`src/rtl/ariane_pkg.sv`:
```
// Shared types and sizing helpers for the shadow-register save sequencer.
package ariane_pkg;

  typedef enum logic [0:0] {
    IDLE  = 1'b0,
    STORE = 1'b1
  } shadow_save_state_e;

  // Frame size in bytes: NrRegs GPRs plus mepc and mcause, rounded up to 16-byte stack alignment.
  function automatic int unsigned frame_bytes(input int unsigned xlen, input int unsigned nr_regs);
    int unsigned raw;
    raw = (nr_regs + 2) * xlen / 8;
    return ((raw + 15) / 16) * 16;
  endfunction

endpackage

```
`src/rtl/shadow_save_hazard.sv`:
```
// Page-offset hazard: flags a load whose offset hits any frame word from the current index up.
// Compiled only when SHADOW_SAVE_HAZARD_EN is defined; otherwise the top stalls on busy.
`ifdef SHADOW_SAVE_HAZARD_EN
module shadow_save_hazard #(
  parameter int unsigned XLEN    = 64,
  parameter int unsigned NrWords = 18
) (
  input  logic [11:0] base_i,
  input  logic [4:0]  level_i,
  input  logic [11:0] page_offset_i,
  output logic        match_o
);

  localparam int unsigned W = (XLEN == 64) ? 3 : 2;

  logic [11:0] word_off;

  // Only bits [11:W] take part; the XOR-shift drops the sub-word byte offset.
  always_comb begin
    match_o  = 1'b0;
    word_off = '0;
    for (int j = 0; j < NrWords; j++) begin
      word_off = base_i + 12'(j * (XLEN / 8));
      if ((5'(j) >= level_i) && (((word_off ^ page_offset_i) >> W) == 12'd0)) begin
        match_o = 1'b1;
      end
    end
  end

endmodule
`endif

```
`src/rtl/shadow_save_sequencer.sv`:
```
// Spills mepc, mcause and a GPR snapshot into a freshly allocated stack frame, one word per store handshake.
// Define SHADOW_SAVE_HAZARD_EN for the exact page-offset comparator; otherwise the hazard flag equals busy_o.
module shadow_save_sequencer
  import ariane_pkg::*;
#(
  parameter int unsigned XLEN   = 64,
  parameter int unsigned NrRegs = 16
) (
  input  logic                     clk_i,
  input  logic                     rst_i,
  input  logic                     save_i,
  input  logic [XLEN-1:0]          sp_i,
  input  logic [XLEN-1:0]          mepc_i,
  input  logic [XLEN-1:0]          mcause_i,
  input  logic [NrRegs*XLEN-1:0]   regs_i,
  output logic                     ready_o,
  output logic                     busy_o,
  output logic                     done_o,
  output logic [XLEN-1:0]          next_sp_o,
  output logic                     req_valid_o,
  input  logic                     req_ready_i,
  output logic [XLEN-1:0]          req_addr_o,
  output logic [XLEN-1:0]          req_data_o,
  output logic [4:0]               save_level_o,
  input  logic [4:0]               raddr_i,
  output logic [XLEN-1:0]          rdata_o,
  input  logic [11:0]              page_offset_i,
  output logic                     page_offset_match_o,
  output shadow_save_state_e       dbg_state_o
);

  localparam int unsigned     NrWords    = NrRegs + 2;
  localparam logic [XLEN-1:0] FrameBytes = XLEN'(frame_bytes(XLEN, NrRegs));
  localparam logic [XLEN-1:0] WordBytes  = XLEN'(XLEN / 8);
  localparam logic [4:0]      LastIdx    = 5'(NrWords - 1);

  shadow_save_state_e state;
  logic [XLEN-1:0]    buffer [NrWords];
  logic [4:0]         next_level;

  assign next_level  = save_level_o + 5'd1;
  assign dbg_state_o = state;

  // Store handshake: a word transfers on a clock edge where req_valid_o && req_ready_i;
  // until then req_valid_o stays high and req_addr_o/req_data_o hold their values.
  always_ff @(posedge clk_i or posedge rst_i) begin
    if (rst_i) begin
      state        <= IDLE;
      ready_o      <= 1'b1;
      busy_o       <= 1'b0;
      done_o       <= 1'b0;
      req_valid_o  <= 1'b0;
      req_addr_o   <= '0;
      req_data_o   <= '0;
      save_level_o <= '0;
      next_sp_o    <= '0;
      for (int k = 0; k < NrWords; k++) buffer[k] <= '0;
    end else begin
      done_o <= 1'b0;
      case (state)
        IDLE: begin
          if (save_i) begin
            buffer[0] <= mepc_i;
            buffer[1] <= mcause_i;
            for (int k = 0; k < NrRegs; k++) buffer[k+2] <= regs_i[k*XLEN +: XLEN];
            next_sp_o    <= sp_i - FrameBytes;
            req_addr_o   <= sp_i - FrameBytes;
            req_data_o   <= mepc_i;
            save_level_o <= '0;
            req_valid_o  <= 1'b1;
            ready_o      <= 1'b0;
            busy_o       <= 1'b1;
            state        <= STORE;
          end
        end
        STORE: begin
          if (req_ready_i) begin
            if (save_level_o == LastIdx) begin
              req_valid_o <= 1'b0;
              ready_o     <= 1'b1;
              busy_o      <= 1'b0;
              done_o      <= 1'b1;
              state       <= IDLE;
            end else begin
              save_level_o <= next_level;
              req_addr_o   <= req_addr_o + WordBytes;
              req_data_o   <= buffer[next_level];
            end
          end
        end
        default: state <= IDLE;
      endcase
    end
  end

  always_comb begin
    rdata_o = '0;
    if ({1'b0, raddr_i} < 6'(NrWords)) rdata_o = buffer[raddr_i];
  end

`ifdef SHADOW_SAVE_HAZARD_EN
  logic hazard_hit;

  shadow_save_hazard #(
    .XLEN    (XLEN),
    .NrWords (NrWords)
  ) u_hazard (
    .base_i        (next_sp_o[11:0]),
    .level_i       (save_level_o),
    .page_offset_i (page_offset_i),
    .match_o       (hazard_hit)
  );

  assign page_offset_match_o = busy_o & hazard_hit;
`else
  logic unused_page_offset;
  assign unused_page_offset  = ^page_offset_i;
  // Without the comparator, any load during a save is treated as a hazard.
  assign page_offset_match_o = busy_o;
`endif

endmodule

```
`config.mk`:
```
export PLATFORM = sky130hd
export DESIGN_NAME = shadow_save_sequencer
export DESIGN_NICKNAME = d
export VERILOG_FILES = /design/src/rtl/ariane_pkg.sv /design/src/rtl/shadow_save_hazard.sv /design/src/rtl/shadow_save_sequencer.sv
export SDC_FILE = /design/constraint.sdc
export NUM_CORES = 2
export LEC_CHECK = 0
export ABC_AREA = 1
export BUFFER_PORTS_ARGS = -buffer_cell sky130_fd_sc_hd__buf_4
export CAP_MARGIN = 10
export CORE_AREA = 2 2 581 583
export CTS_BUF_LIST = sky130_fd_sc_hd__clkbuf_4 sky130_fd_sc_hd__clkbuf_8
export DETAILED_ROUTE_END_ITERATION = 16
export DIE_AREA = 0 0 583 585
export PLACE_DENSITY = 0.43
export RECOVER_POWER = 100
export SYNTH_ARGS = -nofsm -noshare
export SYNTH_HDL_FRONTEND = slang
export SYNTH_SLANG_ARGS = --single-unit
```
`constraint.sdc`:
```
create_clock -name clk_i -period 100.9 [get_ports clk_i]
set_clock_uncertainty 0.15 [all_clocks]
set_input_delay 20.18 -clock clk_i [delete_from_list [all_inputs] [get_ports clk_i]]
set_output_delay 20.18 -clock clk_i [all_outputs]
set_load 0.03 [all_outputs]
```
==> impl_metrics.yaml <==
run_status:
  outcome: "finished, violations left"
  failed_checks: "max-capacitance violations, max-slew violations"
grt:
  grt_overflow: 0
  antenna_found_initial: 173
  grtUsageTotal: 0.294
  grt_pass1_wl_um: 686000
  via_count_of_the_first_global_routing_pass: 78500
  grt_start_max_net_pins: 217
floorplanning:
  row_count: 213
  pin_count: 1504
  chipWidth_um: 583
  floorplan.initialDensity: 0.225
  coreArea_um2: 335000
  die-area_um2: 341000
  die_h_um: 585
logic_synthesis:
  synthFlopType: "sky130_fd_sc_hd__dfrtp_1"
  synthDominantCellAreaShare: 0.448
  synth.ff_latch_count: 1353
  synthesis.area_per_instance_um2: 7.03
  synthSimpleGateAreaFrac: 0.245
  synth_adder_area_share: 0.000663
  ys_top_cells_by_area: "sky130_fd_sc_hd__dfrtp_1 45%, sky130_fd_sc_hd__nand2_1 17%, sky130_fd_sc_hd__o21ai_0 12%"
  synth-xor-area-share: 0.00474
  synth_seq_area_share: 0.448
  async_reset_ff_frac: 1.00
  synth_enable_flop_cells: 0
  synth.cell_area_um2: 75500
  portion_of_netlist_area_occupied_by_mux_cells: 0.00537
  synth_top_cell_by_area: "sky130_fd_sc_hd__dfrtp_1"
  yosys_warnings: 0
  synth_nets: 12000
  synth_compound_area_frac: 0.211
  synth_cell_type_count: 45
  synthCells: 10700
  main_combinational_cell_family_by_area_after_synthesis: "simple AND/OR/NAND/NOR gates"
finish:
  final_layout_size_suffix_gt1_frac: 0.154
  layout_commonest_cell: "sky130_fd_sc_hd__nand2_1"
  num-nets-final: 13100
  most_frequent_cells_in_the_layout: "3,495 x sky130_fd_sc_hd__nand2_1, 1,838 x sky130_fd_sc_hd__o21ai_0, 1,351 x sky130_fd_sc_hd__dfrtp_1"
  regArea_um2: 33900
  fill_cells: 37800
  finalNonFillerCells: 16600
  multiInputGateArea_um2: 35400
  area_growth_pct: 26.0
sta:
  timing.slew.headroom: -4.75
  max_clock_freq_mhz: 18.5
  timing.final.max_slew_violations: 4364
  setup_viol_count_final: 0
  setup-tns-final_ns: 0
  fin_crit_ns: 53.95
  setup_slack_ns: 46.95
  timing_hold_violations_final: 0
  transition_time_of_the_tightest_slew_check_pin_ns: 8.62
  finalCritPeriodShare: 0.535
  grt_setup_unrepaired: "no"
  hold_ws_ns: 0.324
power:
  total_leakage_power_nw: 44.3
  power_frac_comb: 0.497
  switching_part_of_the_total: 0.515
  switching_power_mw: 1.67
  cellPowerDensity_nw_per_um2: 34.0
  report.power.total_mw: 3.24
  power.sequential.fraction: 0.302
  ir_worst_vdd_uv: 33.1
  cell_internal_pwr_mw: 1.57
  clkPwrFrac: 0.201
worst_setup_path:
  crit_type: "input port to primary output"
  required_ns: 80.57
  timing.critical_path.to_type: "primary output"
  timing.critical_path.arrival_ns: 33.62
  startpoint_type: "input port"
  crit_fanout: 141
placed_design:
  placedCellCount: 16000
  placement.io_buffers: 1491
  dp.final_hpwl_um: 397000
  post-place-ws_ns: 55.51
  gp_routability_congestion: 0.982
drt:
  route.detailed.wl_per_inst_um: 31.3
  route.detailed.drc: 0
  drt_pass1_iterations: 7
  antenna_violating_nets_post_route: 0
  finalWirelength_um: 520000
  drt_iter0_markers: 8756
  vias: 82900
  route.detailed.vias_per_inst: 4.99
clocking:
  cts_post_setup_buffers_inserted: 0
  clk_path_buf_depth: 4
  numClockSinks: 1353
  clk_pin_slew_ns: 0.05
  cts_made_buffers: 287
  postCtsResizedCells: 0
  hold_buffers: 0
  clock_tree.htree_level_count: 5
  tritoncts: "built"
  clock_latency_ns: 1.04
  ctsRootBufferMaster: "sky130_fd_sc_hd__clkbuf_8"
run:
  cap_viol_max_count: 64
hold_path:
  hold_path_class: "flip-flop to flip-flop"
## path summary, 6_finish.rpt
path                                             from                        to  slack [ns]  depth (start not counted)
worst max-delay path                       raddr_i[1]               rdata_o[23]       46.95                         10
worst min-delay path              ready_o$_DFFE_PP1P_       ready_o$_DFFE_PP1P_        0.32                          2
worst max register to register  dbg_state_o$_DFF_PP0_   buffer[874]$_DFFE_PP0P_       79.05                         11
worst min register to register    ready_o$_DFFE_PP1P_       ready_o$_DFFE_PP1P_        0.32                          2
max in group asynchronous                       rst_i  buffer[1110]$_DFFE_PP0P_       66.09                          5
min in group asynchronous                       rst_i   buffer[542]$_DFFE_PP0P_       20.56                          2
## stage by stage
stage                     utilization  cell area, µm²
after floorplan                     -           75500
after global placement          0.269           90100
after detailed placement        0.269           90100
after CTS                       0.287           96100
after global routing            0.283           95000
final                           0.284           95200
## layout make-up
class	instances	share of cell area
antenna	128	0.00337
clock buffer	450	0.0584
clock inverter	40	0.00448
inverter	763	0.0307
multi-input combinational	7829	0.372
sequential	1353	0.356
tap	4407	0.0579
timing repair buffer	1635	0.118
## critical path, cell delays in order
cell	delay, ns
sky130_fd_sc_hd__clkbuf_1	2.39
sky130_fd_sc_hd__clkbuf_1	2.06
sky130_fd_sc_hd__clkbuf_1	5.65
sky130_fd_sc_hd__o211ai_1	0.64
sky130_fd_sc_hd__nand3_1	0.41
sky130_fd_sc_hd__nand3_1	0.73
sky130_fd_sc_hd__nand3_1	0.26
sky130_fd_sc_hd__nand2_1	0.22
sky130_fd_sc_hd__o21ai_0	0.23
sky130_fd_sc_hd__clkbuf_1	0.35
## flip-flops by register name, indices dropped and copies added, names as in the netlist
register      flops
dbg_state_o       1
req_addr_o       64
ready_o           1
save_level_o      5
next_sp_o        64
done_o            1
req_valid_o       1
buffer         1152
req_data_o       64
## synth_stat cells (5+ instances only)
library cell and count:
sky130_fd_sc_hd__and2_1 5, sky130_fd_sc_hd__nand2_1 3496, sky130_fd_sc_hd__o211ai_1 141, sky130_fd_sc_hd__buf_4 18
sky130_fd_sc_hd__inv_2 6, sky130_fd_sc_hd__or2_2 6, sky130_fd_sc_hd__mux2i_1 36, sky130_fd_sc_hd__xor2_1 21
sky130_fd_sc_hd__inv_1 753, sky130_fd_sc_hd__o21ai_0 1827, sky130_fd_sc_hd__a21oi_1 992, sky130_fd_sc_hd__nand4_1 23
sky130_fd_sc_hd__nor2_1 444, sky130_fd_sc_hd__clkbuf_1 388, sky130_fd_sc_hd__buf_6 16, sky130_fd_sc_hd__dfrtp_1 1352
sky130_fd_sc_hd__a22oi_1 21, sky130_fd_sc_hd__o21ai_1 47, sky130_fd_sc_hd__a31oi_1 18, sky130_fd_sc_hd__nand3b_1 20
sky130_fd_sc_hd__nand3_1 655, sky130_fd_sc_hd__xnor2_1 18, sky130_fd_sc_hd__o22ai_1 22, sky130_fd_sc_hd__buf_1 83
sky130_fd_sc_hd__buf_2 287
## power by group through the flow
stage,Combinational [mW],Sequential [mW],Clock [mW]
2_1_floorplan,0.824,0.988,0
3_3_place_gp,1.61,0.977,0
3_5_place_dp,1.62,0.978,0
4_1_cts,1.63,0.971,0.662
5_1_grt,1.73,1.00,0.684
6_report,1.61,0.977,0.650
## layer usage
layer | global-route usage | routed length, µm | up-vias
met2 | 0.446 | 227000 | 3958
met1 | 0.377 | 213000 | 40400
li1 | - | - | 37600
met5 | 0 | 400 | -
met3 | 0.0732 | 46400 | 867
met4 | 0.171 | 33400 | 62
## cells by family after synthesis
kind of cell / Yosys count
flops: 1353
compound gates: 3084
simple gates: 4661
xor+xnor: 40
buf+inv: 1555
mux: 40
fa+ha+maj: 4
No activity file was read; power rests on OpenSTA's default activity.
